--- config.mk ---
export PLATFORM = sky130hd
export DESIGN_NAME = allocator_slot_flat
export DESIGN_NICKNAME = d
export VERILOG_FILES = /design/src/rtl/allocator_slot_if.sv /design/src/rtl/allocator_slot.sv /design/src/flat_wrapper.sv
export SDC_FILE = /design/constraint.sdc
export NUM_CORES = 1
export LEC_CHECK = 0
export CORE_UTILIZATION = 40
export CTS_BUF_LIST = sky130_fd_sc_hd__clkbuf_2 sky130_fd_sc_hd__clkbuf_4 sky130_fd_sc_hd__clkbuf_8
export DETAILED_ROUTE_END_ITERATION = 12
export HOLD_SLACK_MARGIN = 0.1
export PLACE_DENSITY_LB_ADDON = 0.1
export SYNTH_ARGS = -nofsm -noshare
export SYNTH_HDL_FRONTEND = slang
export SYNTH_SLANG_ARGS = --single-unit
--- constraint.sdc ---
create_clock -name clk -period 6.3 [get_ports clk]
set_input_delay 1.575 -clock clk [delete_from_list [all_inputs] [get_ports clk]]
set_output_delay 1.575 -clock clk [all_outputs]
set_load 0.1 [all_outputs]
--- src/rtl/allocator_slot_if.sv ---
// Bundle between the pixel broadcaster / MAC side and one allocator slot.
// The master modport is the controlling side; the slot uses the slave modport.
interface allocator_slot_if;
    logic        load;
    logic [7:0]  load_cx;
    logic [7:0]  load_cy;
    logic [1:0]  load_pad;
    logic [8:0]  z_max;
    logic        issue_en;
    logic [7:0]  issue_x;
    logic [7:0]  issue_y;
    logic [17:0] issue_data;
    logic        issue_done;
    logic        issue_block;
    logic        out_valid;
    logic        out_ready;
    logic [17:0] out_data;
    logic [13:0] out_widx;
    logic        slot_busy;
    logic        slot_done;
    logic        err_overflow;
    logic        err_short;

    modport master (
        output load, load_cx, load_cy, load_pad, z_max,
        output issue_en, issue_x, issue_y, issue_data, issue_done, out_ready,
        input  issue_block, out_valid, out_data, out_widx,
        input  slot_busy, slot_done, err_overflow, err_short
    );

    modport slave (
        input  load, load_cx, load_cy, load_pad, z_max,
        input  issue_en, issue_x, issue_y, issue_data, issue_done, out_ready,
        output issue_block, out_valid, out_data, out_widx,
        output slot_busy, slot_done, err_overflow, err_short
    );
endinterface

--- src/rtl/allocator_slot.sv ---
// One filter-window slot: snoops the broadcast pixel bus, captures beats inside
// its window and streams {pixel, weight index} to the MAC through a small FIFO.
module allocator_slot #(
    parameter int FIFO_DEPTH = 4
) (
    input logic             clk,
    input logic             rst,
    allocator_slot_if.slave bus
);
    localparam int AW = $clog2(FIFO_DEPTH);
    localparam logic [AW:0] P_FULL  = (AW+1)'(FIFO_DEPTH);
    localparam logic [AW:0] P_BLOCK = (AW+1)'(FIFO_DEPTH - 2);

    localparam logic [1:0] S_IDLE    = 2'd0;
    localparam logic [1:0] S_COLLECT = 2'd1;
    localparam logic [1:0] S_DRAIN   = 2'd2;
    localparam logic [1:0] S_DONE    = 2'd3;

    logic [1:0]  r_state;
    logic [7:0]  r_cx;
    logic [7:0]  r_cy;
    logic [1:0]  r_pad;
    logic [8:0]  r_zMax;
    logic [13:0] r_capCount;
    logic [13:0] r_chanCount;
    logic [13:0] r_zBase;
    logic        r_errOverflow;
    logic        r_errShort;

    logic [17:0] r_memData [FIFO_DEPTH];
    logic [13:0] r_memWidx [FIFO_DEPTH];
    logic [AW-1:0] r_wrPtr;
    logic [AW-1:0] r_rdPtr;
    logic [AW:0]   r_count;

    logic [3:0]  w_size;
    logic [13:0] w_win;
    logic [13:0] w_total;
    logic        w_inX;
    logic        w_inY;
    logic [7:0]  w_dx;
    logic [7:0]  w_dy;
    logic [13:0] w_widx;
    logic        w_loadAccept;
    logic        w_capture;
    logic        w_full;
    logic        w_pop;
    logic        w_push;
    logic [13:0] w_capNext;
    logic        w_chanWrap;

    assign w_size  = {1'b0, r_pad, 1'b0} + 4'd1;
    assign w_win   = 14'(w_size) * 14'(w_size);
    assign w_total = w_win * (14'(r_zMax) + 14'd1);

    // Window test done with the pad moved to the pixel side so cx < pad never wraps.
    assign w_inX = (({1'b0, bus.issue_x} + {7'b0, r_pad}) >= {1'b0, r_cx}) &&
                   ({1'b0, bus.issue_x} <= ({1'b0, r_cx} + {7'b0, r_pad}));
    assign w_inY = (({1'b0, bus.issue_y} + {7'b0, r_pad}) >= {1'b0, r_cy}) &&
                   ({1'b0, bus.issue_y} <= ({1'b0, r_cy} + {7'b0, r_pad}));

    assign w_dx   = bus.issue_x + {6'b0, r_pad} - r_cx;
    assign w_dy   = bus.issue_y + {6'b0, r_pad} - r_cy;
    assign w_widx = r_zBase + 14'(w_dy) * 14'(w_size) + 14'(w_dx);

    assign w_loadAccept = bus.load && ((r_state == S_IDLE) || (r_state == S_DONE)) &&
                          (bus.load_pad != 2'd3);
    assign w_capture    = (r_state == S_COLLECT) && bus.issue_en && w_inX && w_inY;
    assign w_full       = (r_count == P_FULL);
    assign w_pop        = (r_count != '0) && bus.out_ready;
    assign w_push       = w_capture && (!w_full || w_pop);
    assign w_capNext    = r_capCount + {13'b0, w_capture};
    assign w_chanWrap   = ((r_chanCount + 14'd1) == w_win);

    assign bus.issue_block  = (r_state == S_COLLECT) && (r_count >= P_BLOCK);
    assign bus.out_valid    = (r_count != '0);
    assign bus.out_data     = r_memData[r_rdPtr];
    assign bus.out_widx     = r_memWidx[r_rdPtr];
    assign bus.slot_busy    = (r_state == S_COLLECT) || (r_state == S_DRAIN);
    assign bus.slot_done    = (r_state == S_DONE);
    assign bus.err_overflow = r_errOverflow;
    assign bus.err_short    = r_errShort;

    always_ff @(posedge clk) begin
        if (rst) begin
            r_state       <= S_IDLE;
            r_cx          <= '0;
            r_cy          <= '0;
            r_pad         <= '0;
            r_zMax        <= '0;
            r_capCount    <= '0;
            r_chanCount   <= '0;
            r_zBase       <= '0;
            r_errOverflow <= 1'b0;
            r_errShort    <= 1'b0;
        end else if (w_loadAccept) begin
            r_state       <= S_COLLECT;
            r_cx          <= bus.load_cx;
            r_cy          <= bus.load_cy;
            r_pad         <= bus.load_pad;
            r_zMax        <= bus.z_max;
            r_capCount    <= '0;
            r_chanCount   <= '0;
            r_zBase       <= '0;
            r_errOverflow <= 1'b0;
            r_errShort    <= 1'b0;
        end else begin
            case (r_state)
                S_COLLECT: begin
                    if (w_capture) begin
                        r_capCount <= w_capNext;
                        if (w_chanWrap) begin
                            r_chanCount <= '0;
                            r_zBase     <= r_zBase + w_win;
                        end else begin
                            r_chanCount <= r_chanCount + 14'd1;
                        end
                    end
                    if (w_capture && w_full && !w_pop) begin
                        r_errOverflow <= 1'b1;
                    end
                    if ((w_capNext == w_total) || bus.issue_done) begin
                        r_state <= S_DRAIN;
                        if (w_capNext < w_total) begin
                            r_errShort <= 1'b1;
                        end
                    end
                end
                S_DRAIN: begin
                    if (r_count == '0) begin
                        r_state <= S_DONE;
                    end
                end
                default: ;
            endcase
        end
    end

    always_ff @(posedge clk) begin
        if (w_push) begin
            r_memData[r_wrPtr] <= bus.issue_data;
            r_memWidx[r_wrPtr] <= w_widx;
        end
    end

    always_ff @(posedge clk) begin
        if (rst) begin
            r_wrPtr <= '0;
            r_rdPtr <= '0;
            r_count <= '0;
        end else begin
            if (w_push) begin
                r_wrPtr <= r_wrPtr + AW'(1);
            end
            if (w_pop) begin
                r_rdPtr <= r_rdPtr + AW'(1);
            end
            case ({w_push, w_pop})
                2'b10:   r_count <= r_count + (AW+1)'(1);
                2'b01:   r_count <= r_count - (AW+1)'(1);
                default: ;
            endcase
        end
    end
endmodule

--- src/flat_wrapper.sv ---
// flat-port wrapper written by rule: the top's interface ports become plain ports
module allocator_slot_flat 
#(
    parameter int FIFO_DEPTH = 4
)
  (clk, rst, bus_load, bus_load_cx, bus_load_cy, bus_load_pad, bus_z_max, bus_issue_en, bus_issue_x, bus_issue_y, bus_issue_data, bus_issue_done, bus_out_ready, bus_issue_block, bus_out_valid, bus_out_data, bus_out_widx, bus_slot_busy, bus_slot_done, bus_err_overflow, bus_err_short);
  allocator_slot_if bus_i ();
  input logic clk;
  input logic rst;
  input wire logic [$bits(bus_i.load)-1:0] bus_load;
  input wire logic [$bits(bus_i.load_cx)-1:0] bus_load_cx;
  input wire logic [$bits(bus_i.load_cy)-1:0] bus_load_cy;
  input wire logic [$bits(bus_i.load_pad)-1:0] bus_load_pad;
  input wire logic [$bits(bus_i.z_max)-1:0] bus_z_max;
  input wire logic [$bits(bus_i.issue_en)-1:0] bus_issue_en;
  input wire logic [$bits(bus_i.issue_x)-1:0] bus_issue_x;
  input wire logic [$bits(bus_i.issue_y)-1:0] bus_issue_y;
  input wire logic [$bits(bus_i.issue_data)-1:0] bus_issue_data;
  input wire logic [$bits(bus_i.issue_done)-1:0] bus_issue_done;
  input wire logic [$bits(bus_i.out_ready)-1:0] bus_out_ready;
  output wire logic [$bits(bus_i.issue_block)-1:0] bus_issue_block;
  output wire logic [$bits(bus_i.out_valid)-1:0] bus_out_valid;
  output wire logic [$bits(bus_i.out_data)-1:0] bus_out_data;
  output wire logic [$bits(bus_i.out_widx)-1:0] bus_out_widx;
  output wire logic [$bits(bus_i.slot_busy)-1:0] bus_slot_busy;
  output wire logic [$bits(bus_i.slot_done)-1:0] bus_slot_done;
  output wire logic [$bits(bus_i.err_overflow)-1:0] bus_err_overflow;
  output wire logic [$bits(bus_i.err_short)-1:0] bus_err_short;
  assign bus_i.load = bus_load;
  assign bus_i.load_cx = bus_load_cx;
  assign bus_i.load_cy = bus_load_cy;
  assign bus_i.load_pad = bus_load_pad;
  assign bus_i.z_max = bus_z_max;
  assign bus_i.issue_en = bus_issue_en;
  assign bus_i.issue_x = bus_issue_x;
  assign bus_i.issue_y = bus_issue_y;
  assign bus_i.issue_data = bus_issue_data;
  assign bus_i.issue_done = bus_issue_done;
  assign bus_i.out_ready = bus_out_ready;
  assign bus_issue_block = bus_i.issue_block;
  assign bus_out_valid = bus_i.out_valid;
  assign bus_out_data = bus_i.out_data;
  assign bus_out_widx = bus_i.out_widx;
  assign bus_slot_busy = bus_i.slot_busy;
  assign bus_slot_done = bus_i.slot_done;
  assign bus_err_overflow = bus_i.err_overflow;
  assign bus_err_short = bus_i.err_short;
  allocator_slot #(.FIFO_DEPTH(FIFO_DEPTH)) u_core (.clk(clk), .rst(rst), .bus(bus_i));
endmodule
**Word level (Yosys, flattened, before mapping)**

Memory sizes are Yosys's and may differ from the RTL's. A register that Yosys moved wholly into a read port is not among the register bits.
Index checks and enable logic that the tools add are counted.

- Reduce and logical (&&, ||, !) cells: 31
- Multipliers: 3
- Eq/ne operators: 13
- Add/sub/neg operators: 19
- Magnitude comparators: 6
- Muxes and demuxes: 12

Operators with widths:

| cell | number |
|---|---|
| $add 8x2->9 | 4 |
| $add 14x8->14 | 2 |
| $ge 9x8->1 | 2 |
| $le 8x9->1 | 2 |
| $add 8x2->8 | 2 |
| $sub 8x8->8 | 2 |
| $add 14x1->14 | 1 |
| $add 14x1->14 const B | 1 |
| $add 14x12->14 | 1 |
| $eq 14x14->1 | 1 |
| $eq 14x8->1 | 1 |
| $lt 14x14->1 | 1 |
| $mul 8x14->14 | 1 |
| $mux 14 | 1 |
| $logic_and 1x1->1 | 12 |
| $mul 8x4->12 | 1 |
| $mux 2 | 6 |
| $reduce_and 3->1 | 4 |
| $add 9x1->10 const B | 1 |
| $mul 4x4->8 | 1 |
| $eq 2x2->1 const B | 3 |
| $ne 2x2->1 const B | 3 |
| $ne 3x2->1 const B | 2 |
| $pmux 3 s2 | 1 |
| 17 further kinds | 28 |

- Memories kept: 2
- Output and inout port bits: 38
- Memory bits (writable): 128
- Word-level logic and storage cells: 100
- Input port bits: 67
- Flip-flop bits (word level): 80

Memory list:

| name | depth | width | read ports | clocked after memory_dff | wr ports | line | text |
|---|---|---|---|---|---|---|---|
| u_core.r_memData | 4 | 18 | 1 | 1 | 1 | allocator_slot.sv:30 | `logic [17:0] r_memData [FIFO_DEPTH];` |
| u_core.r_memWidx | 4 | 14 | 1 | 1 | 1 | allocator_slot.sv:31 | `logic [13:0] r_memWidx [FIFO_DEPTH];` |

**Logic depth before layout (Yosys ltp)**

Gate-level depths: netlist (run 1).

- Depth after elaboration: 11
- Gate-level depth with buffers: 32
- Gate-level depth less buffers: 29

**Worst setup path before layout (run 1)**

OpenSTA, ideal clock, no wires.

- Kind: input-to-reg
- Start point: input bus_issue_x[0]
- End point: register u_core.r_state[0]
- Arrival time: 6.198 ns
- Data required time: 6.168 ns
- Cell stages on the path: 31
- Setup time: 0.132 ns
- Path slack: -0.030 ns
- Path through: ha_1 fa_1 nand2_1 nor2_1 xor2_1 ha_1 a21o_1 a21oi_1 o21ai_0 a311o_1 nand4_1 buf_2 buf_2 inv_2 buf_1 ha_1 ha_1 nand3_1 inv_1 and3_1 and2_1 nand2_1 xnor2_1 ha_1 nand4_1 nor2_1 a21o_1 nor2_1 nor3_1 o32ai_1 a21oi_1

- Longest elaborated chain between the ends: 10
- Elaborated cells between the ends (all ways): 11
- Classes of those cells: 2 x add/sub; 2 x order compare; 2 x eq/ne; 5 x reduce/logical

Ends and longest elaborated chain:

| what | line | text |
|---|---|---|
| start: declaration | flat_wrapper.sv:16 | `input wire logic [$bits(bus_i.issue_x)-1:0] bus_issue_x;` |
| $add 8x2->9 | allocator_slot.sv:57 | `assign w_inX = (({1'b0, bus.issue_x} + {7'b0, r_pad}) >= {1'b0, r_cx}) &&` |
| $ge 9x8->1 | allocator_slot.sv:57 |  |
| $logic_and 1x1->1 (*) | allocator_slot.sv:57 |  |
| $logic_and 1x1->1 (*) (2 in a row) | allocator_slot.sv:68 | `assign w_capture = (r_state == S_COLLECT) && bus.issue_en && w_inX && w_inY;` |
| $add 14x1->14 (*) | allocator_slot.sv:72 | `assign w_capNext = r_capCount + {13'b0, w_capture};` |
| via u_core.w_capNext[10] | allocator_slot.sv:49 | `logic [13:0] w_capNext;` |
| $eq 14x14->1 (*) | allocator_slot.sv:122 | `if ((w_capNext == w_total) \|\| bus.issue_done) begin` |
| $logic_or 1x1->1 (*) | allocator_slot.sv:122 |  |
| $ne 3x2->1 (no source line) (*) | n/a |  |
| $reduce_and 3->1 (no source line) (*) | n/a |  |
| end signal: assignment | allocator_slot.sv:97 | `r_state <= S_COLLECT;` |
| end signal: assignment | allocator_slot.sv:123 | `r_state <= S_DRAIN;` |
| end signal: assignment | allocator_slot.sv:131 | `r_state <= S_DONE;` |
| end: declaration | allocator_slot.sv:19 | `logic [1:0] r_state;` |

Mark *: on every way through the listed nets, which the timed path passes. The rest lies on a longest branch.
A chain may end at the register's enable or synchronous reset.

**Final worst setup path (run 1)**

- Start point: input bus_issue_y[2]
- End point: memory u_core.r_memWidx[1][8], data pin

- Longest elaborated chain between the ends: 5

Ends and longest elaborated chain:

| what | line | text |
|---|---|---|
| start: declaration | flat_wrapper.sv:17 | `input wire logic [$bits(bus_i.issue_y)-1:0] bus_issue_y;` |
| $add 8x2->8 | allocator_slot.sv:63 | `assign w_dy = bus.issue_y + {6'b0, r_pad} - r_cy;` |
| $sub 8x8->8 | allocator_slot.sv:63 |  |
| $mul 8x4->12 | allocator_slot.sv:64 | `assign w_widx = r_zBase + 14'(w_dy) * 14'(w_size) + 14'(w_dx);` |
| $add 14x12->14 | allocator_slot.sv:64 |  |
| $add 14x8->14 | allocator_slot.sv:64 |  |
| via u_core.w_widx[8] | allocator_slot.sv:43 | `logic [13:0] w_widx;` |
| end: declaration | allocator_slot.sv:31 |  |

The timed path passes the listed nets, and every way through them passes these cells.

==> results of run 1 <==
==> layout by cell type, fill, tap and decap left out, types with 17 or more instances in the layout <==
cell type and instances:
inv_1 162, o31ai_1 17, nand3_1 55, o21ai_0 29, clkbuf_8 41, a21oi_1 86, ha_1 150, dfxtp_1 81
nor2_1 55, xnor2_1 66, buf_4 103, edfxtp_1 128, mux4_2 32, fa_1 56, xor2_1 26, clkdlybuf4s50_1 100
nand4_1 18, and2_1 32, nand2_1 115
==> metal layers <==
metal	routed length, um	global-route usage [%]
met1	16130	25.27
met2	15180	29.52
met3	992	2.728
met4	552	4.482
met5	0	0
==> power groups by stage <==
stage	clock [mW]	sequential, mW	combinational [mW]
after floorplan	0	1.93	1.96
after global placement	0	1.94	3.05
after detailed placement	0	1.94	3.10
after CTS	1.28	1.91	3.28
after global routing	1.34	1.92	3.88
final	1.23	1.91	3.45
==> flip-flops by register name, indices dropped and copies added (netlist names), 2 cells and up, named ones only <==
| register | flops |
|---|---|
| u_core.r_capCount | 14 |
| u_core.r_chanCount | 14 |
| u_core.r_count | 3 |
| u_core.r_cx | 8 |
| u_core.r_cy | 8 |
| u_core.r_memData | 72 |
| u_core.r_memWidx | 56 |
| u_core.r_pad | 2 |
| u_core.r_rdPtr | 2 |
| u_core.r_state | 2 |
| u_core.r_wrPtr | 2 |
| u_core.r_zBase | 14 |
| u_core.r_zMax | 9 |
==> cell type report <==
class	count	area [um^2]
inverters	165	623.1
clock inverters	10	63.81
fillers	3384	17810
well taps	461	576.8
clock buffers	53	654.4
flip-flops and latches	210	5487
repair buffers	212	1913
multi-input cells	963	8442
==> what timing repair did <==
action / CTS / global route
setup buffers: 7 / 5
endpoints found under the setup margin: 26 / 31
gates resized for setup: 24 / 47
pin swaps: 22 / 44
==> cells by family after synthesis <==
kind of cell             count (synthesis)
AND/OR/NAND/NOR                        382
AO/OA/AOI/OAI                          226
adder cells (fa/ha/maj)                220
buffers and inverters                  210
flip-flops                             210
XOR/XNOR                                99
multiplexers                            36
==> worst min-delay path by stage <==
stage	end	slack, ns
final	u_core.bus.err_short	0.48
after floorplan	u_core.r_cy[5]	0.45
after global placement	u_core.r_cy[5]	0.47
after global routing	u_core.bus.err_short	0.51
after CTS	u_core.r_cy[5]	0.48
after detailed placement	u_core.r_cy[5]	0.48
==> worst reg2reg max path, cell delays in order (launching register included) <==
cell	delay, ns
dfxtp_1	0.35
inv_1	0.10
ha_4	0.29
buf_4	0.19
clkinvlp_4	0.16
and2_1	0.18
fa_1	0.50
inv_1	0.06
fa_1	0.48
inv_1	0.05
fa_1	0.52
inv_1	0.05
fa_1	0.52
inv_1	0.04
ha_1	0.33
nand2b_1	0.10
a21oi_1	0.10
o41ai_2	0.34
o21ai_1	0.12
xnor2_1	0.27
ha_1	0.31
nand4_1	0.10
nor2_1	0.05
a21o_1	0.24
nor2_4	0.16
nor3_2	0.05
o32ai_1	0.12
a21oi_1	0.09
==> per-stage QoR <==
step | utilization [%] | cells | TNS (ns) | total power [mW] | hold WS [ns]
2_1_floorplan | - | 1383 | 0 | 3.893 | 0.4492
3_3_place_gp | 46.96 | 1999 | -25.22 | 4.992 | 0.4662
3_5_place_dp | 46.96 | 1999 | -27.42 | 5.044 | 0.4757
4_1_cts | 49.38 | 2069 | 0 | 6.476 | 0.4825
5_1_grt | 49.93 | 2074 | -0.08189 | 7.139 | 0.5068
6_report | 49.93 | 2074 | 0 | 6.593 | 0.4776
==> flow_summary.ini, run 1 <==
[setup_path]
critPathKind = primary input to flip-flop
r2r_end = u_core.r_state[0]
critical_path_arrival_ns = 6.41
path_cells = clkdlybuf4s50_1, ha_1, ha_1, a21oi_2, o21bai_1, a21oi_2, o21ai_1, xnor2_1, buf_4, fa_1, inv_1, fa_1, inv_1, fa_1, ha_4, buf_4, o21ai_1, nand2b_1, buf_4, buf_4, xnor2_1
crit_path_end_kind = flip-flop
crit_end = u_core.r_memWidx[1][8]
crit_cells = 21
r2r_setup_slack_ns = 0.29
r2r_cells = 27
critPathRequiredTime_ns = 6.62
cpLargestDelayFamily = adder cells
crit_start = bus_issue_y[2]
cp_slowest_cell = clkdlybuf4s50_1
cp_num_buf_inv = 7
crit_fanout = 7
startpoint_type = primary input
crit_top_cell = buf_4
worst_r2r_startpoint = u_core.r_pad[0]
worst_path_largest_cell_delay_ns = 0.65

[grt]
grt_pass1_vias = 10690
grt_pass1_wl_um = 53560
grt_overflow_total = 0
antenna_found_initial = 0
grt_usage_pct = 18.16
grt_max_degree = 65

[clocking]
cts.path.max_buffers = 3
root_buffer = clkbuf_8
cts_hold_buffers = 0
clock-sinks = 210
htree_levels = 2
clkLatencyLatePin_ns = 0.55
clkTransAtPathRegs_ns = 0.05
cts_inserted_buffers = 39
cts_tree = built

[placement]
io_buffer_count = 104
gp_congestion = 0.8329
dpl-instance-area_um2 = 16700
hpwl_um = 24200
dp_slack_ns = -0.8941

[synthesis]
synth_top_cell_area_share_pct = 26.53
ys_seq_area_share_pct = 37.86
post_synth.cell_area_avg_um2 = 10.48
syn_inst = 1383
synth.area.mux_share_pct = 5.250
synth_fa_ha_area_share_pct = 22.11
yosys-top-cells-count = inv_1 (163), ha_1 (160), edfxtp_1 (128)
synth_edf_count = 128
syn_area_um2 = 14490
ys.flop_type = edfxtp_1
synth.most_common_cell = inv_1
syn_nets = 1670
synthTopCellsByArea = edfxtp_1 (27%), ha_1 (14%), dfxtp_1 (11%), fa_1 (8.3%), mux4_2 (5.0%)
synth_xor_area_share_pct = 6.088
yosysTopAreaCell = edfxtp_1
yosysWarnings = 0
synth-simple-area-share_pct = 13.43
ys_ff_latch = 210
ys_types = 66
async_flop_share_pct = 0
synth-compound-area-share_pct = 9.758
synth_top_family_by_area = adder cells

[timing]
max_freq_ghz = 0.1642
rsz0062_at_grt = yes
finalCritPeriodShare_pct = 96.66
setup_viol = 0
hold_viol = 0
slew-limit-headroom_pct = 23.98
drv_slew = 0
min_period_ns = 6.089
finClkSkew_ns = 0.03035
setup_slack_ns = 0.2106
tightest_slew_ns = 1.136

[power]
power.switching_mw = 2.493
comb_power_share_pct = 52.3
p_int_mw = 4.100
seqPwrFrac_pct = 29.0
power_frac_clock_pct = 18.7
power_density_nw_per_um2 = 371.2
p_leak_nw = 7.178
netSwitchingFraction_pct = 37.81
peakVddDrop_v = 0.0003339

[cells_and_area]
drive_gt1_share_pct = 16.62
stdcell_area_um2 = 17760
antenna_cells = 0
finalNetCount = 1878
area_growth_pct = 22.57

[die]
dieArea_um2 = 36990
start_util_pct = 40.73
die_w_um = 192.3
die_h_um = 192.3
ios = 105
core_um2 = 35570
rows = 69

[hold_path]
min-delay-start = u_core.bus.err_short
min_path_cells = 2
hold_class = flip-flop to flip-flop

[route]
antenna_left = 0
initialDrtViolationCount = 384
drt-pass1-iter-count = 4
wirelength_um = 32860
drcViolationCount = 0
wire_per_inst_um = 15.84
viasPerCell = 5.072
via_count = 10520

[run_status]
status = completed

[job]
cap_violations = 0
Power figures use the tool's default switching activity.
==> inputs of run 2 (changes only) <==
Settings changed: ABC_AREA set to 1.
==> flow_summary.ini, run 2 <==
[cells_and_area]
area_growth_pct = 24.44
largest_register_ffs = 72
fillCellCount = 3569
finalNetCount = 2267
layout_commonest_cell = inv_1
final_cell_mix = inv_1 (262), nand2_1 (239), nor2_1 (209), buf_4 (158), ha_1 (147)
regMostFlops = u_core.r_memData
antenna_cells = 0
reg_top3 = u_core.r_memData: 72 flops, u_core.r_memWidx: 56 flops
drive_gt1_share_pct = 15.84

[die]
start_util_pct = 40.62
die_w_um = 194.8
dieArea_um2 = 37950
core_um2 = 36610
die_h_um = 194.8
rows = 70
ios = 105

[setup_path]
startpoint_type = primary input
critPathKind = primary input to flip-flop
crit_fanout = 4
critPathRequiredTime_ns = 6.58
crit_path_end_kind = flip-flop
r2r_cells = 34
critical_path_arrival_ns = 6.33

[placement]
gp_congestion = 0.8454
hpwl_um = 26500
dp_slack_ns = -0.7048
io_buffer_count = 104

[route]
wire_per_inst_um = 14.36
drt-pass1-iter-count = 5
drcViolationCount = 0
via_count = 12060
wirelength_um = 35570
viasPerCell = 4.872
initialDrtViolationCount = 513
antenna_left = 0

[synthesis]
yosysWarnings = 0
async_flop_share_pct = 0
synth_top_cell_area_share_pct = 25.85
ys_types = 44
yosys-top-cells-count = inv_1 (262), nand2_1 (241), nor2_1 (218)
yosysTopAreaCell = edfxtp_1
ys_ff_latch = 210
ys_seq_area_share_pct = 36.88
post_synth.cell_area_avg_um2 = 8.527
syn_nets = 2031
syn_inst = 1744
synth_edf_count = 128
synth.most_common_cell = inv_1
synthTopCellsByArea = edfxtp_1 (26%), ha_1 (13%), dfxtp_1 (11%), fa_1 (8.1%), inv_1 (6.6%)
ys.flop_type = edfxtp_1
syn_area_um2 = 14870

[timing]
setup_viol = 0
slew-limit-headroom_pct = 34.47
rsz0062_at_grt = yes
finalCritPeriodShare_pct = 96.02
hold_ws_ns = 0.4597
finClkSkew_ns = 0.03343
tightest_slew_ns = 0.9799
max_freq_ghz = 0.1653
setup_tns_ns = 0
setup_slack_ns = 0.2509
min_period_ns = 6.049
drv_slew = 0
hold_viol = 0

[clocking]
cts_tree = built
root_buffer = clkbuf_8
clkLatencyLatePin_ns = 0.56
cts.path.max_buffers = 3
htree_levels = 2
cts_hold_buffers = 0
cts_inserted_buffers = 39
clock-sinks = 210
clkTransAtPathRegs_ns = 0.06

[grt]
grt_pass1_wl_um = 57400
grt_overflow_total = 0
grt_usage_pct = 18.78
grt_pass1_vias = 11630
grt_max_degree = 65
antenna_found_initial = 0

[hold_path]
min_path_cells = 2
hold_class = flip-flop to flip-flop

[run_status]
status = completed

[power]
peakVddDrop_v = 0.0003601
power_density_nw_per_um2 = 361.8
p_leak_nw = 8.258

[job]
cap_violations = 0
[run 2: cell types whose count changed in the layout (fill, tap and decap cells not counted), moves of 24 or more]
cell,before,now
nand2_1,115,239
nor2_1,55,209
inv_1,162,262
o22ai_1,0,33
clkdlybuf4s50_1,100,67
and2_1,32,1
o21ai_0,29,143
buf_4,103,158
a21oi_1,86,112
xnor2_1,66,26
mux4_2,32,0
xor2_1,26,50
[run 2: worst max-delay path, cell delays in order]
cell and delay, ns:
clkdlybuf4s15_1 0.24, inv_1 0.08, fa_1 0.53, inv_1 0.07, fa_1 0.41, nand3_1 0.08, and2_1 0.18, xor2_2 0.19
inv_1 0.08, fa_1 0.50, inv_1 0.05, fa_1 0.47, inv_1 0.05, fa_1 0.47, ha_1 0.35, a21oi_1 0.13
nand2_1 0.08, a21o_1 0.16, a21oi_1 0.17, o21ai_0 0.14, buf_4 0.16, xor2_2 0.15
[run 2: cell families (layout without fill, tap and decap cells)]
logic type / count (synthesis) / in the layout / synth area share, %
xor gates and xnor gates: 86 / 86 / 5.065
AOI/OAI and AO/OA: 321 / 321 / 11.47
adders and majority gates: 220 / 220 / 21.54
buffers and inverters: 309 / 573 / 7.951
and+or+nand+nor: 598 / 598 / 17.10
DFF: 210 / 210 / 36.88
[run 2: metrics by stage]
stage          std cells  utilization (%)  cell area, um^2  total power, mW
2_1_floorplan       1744                -            14870            3.699
3_3_place_gp        2403            47.22            17290            4.996
3_5_place_dp        2403            47.22            17290            5.048
4_1_cts             2472            49.72            18200            6.583
5_1_grt             2476            50.55            18510            7.228
6_report            2476            50.55            18510            6.696
[run 2: what timing repair did]
item | 4_1_cts | 5_1_grt
gates resized for setup | 8 | 60
buffers inserted | 0 | 4
setup endpoints to repair | 25 | 27
pin swaps | 1 | 21
endpoints found under the hold margin | 0 | 0
[run 2: per-layer routing]
layer  up-vias  routed length, um  global-route usage, %
met5         -                  0                      0
met4         0                642                  4.783
met3        42               1304                  2.933
met2       185              16610                  32.09
met1      5612              17010                  24.73
li1       6225                  -                      -
[run 2: cell type report]
| class | count | area [um^2] | area share [%] |
|---|---|---|---|
| multi-input cells | 1225 | 8518 | 46.03 |
| inverters | 269 | 1017 | 5.497 |
| well taps | 468 | 585.6 | 3.164 |
| clock buffers | 54 | 680.7 | 3.678 |
| flip-flops and latches | 210 | 5495 | 29.69 |
| repair buffers | 235 | 2001 | 10.81 |
| clock inverters | 15 | 209.0 | 1.129 |
[run 2: path summary, 6_finish.rpt]
path	to	start	slack [ns]
setup reg to reg	u_core.r_state[0]	u_core.r_pad[0]	0.29
setup / recovery	u_core.r_memWidx[2][9]	bus_issue_y[1]	0.25
hold reg to reg	u_core.bus.err_overflow	u_core.bus.err_overflow	0.46
hold / removal	u_core.bus.err_overflow	u_core.bus.err_overflow	0.46
[run 2: power breakdown]
part,switching [mW],internal (mW),total (mW)
logic,1.76,1.58,3.34
clock network,0.581,0.907,1.49
registers,0.0280,1.84,1.86
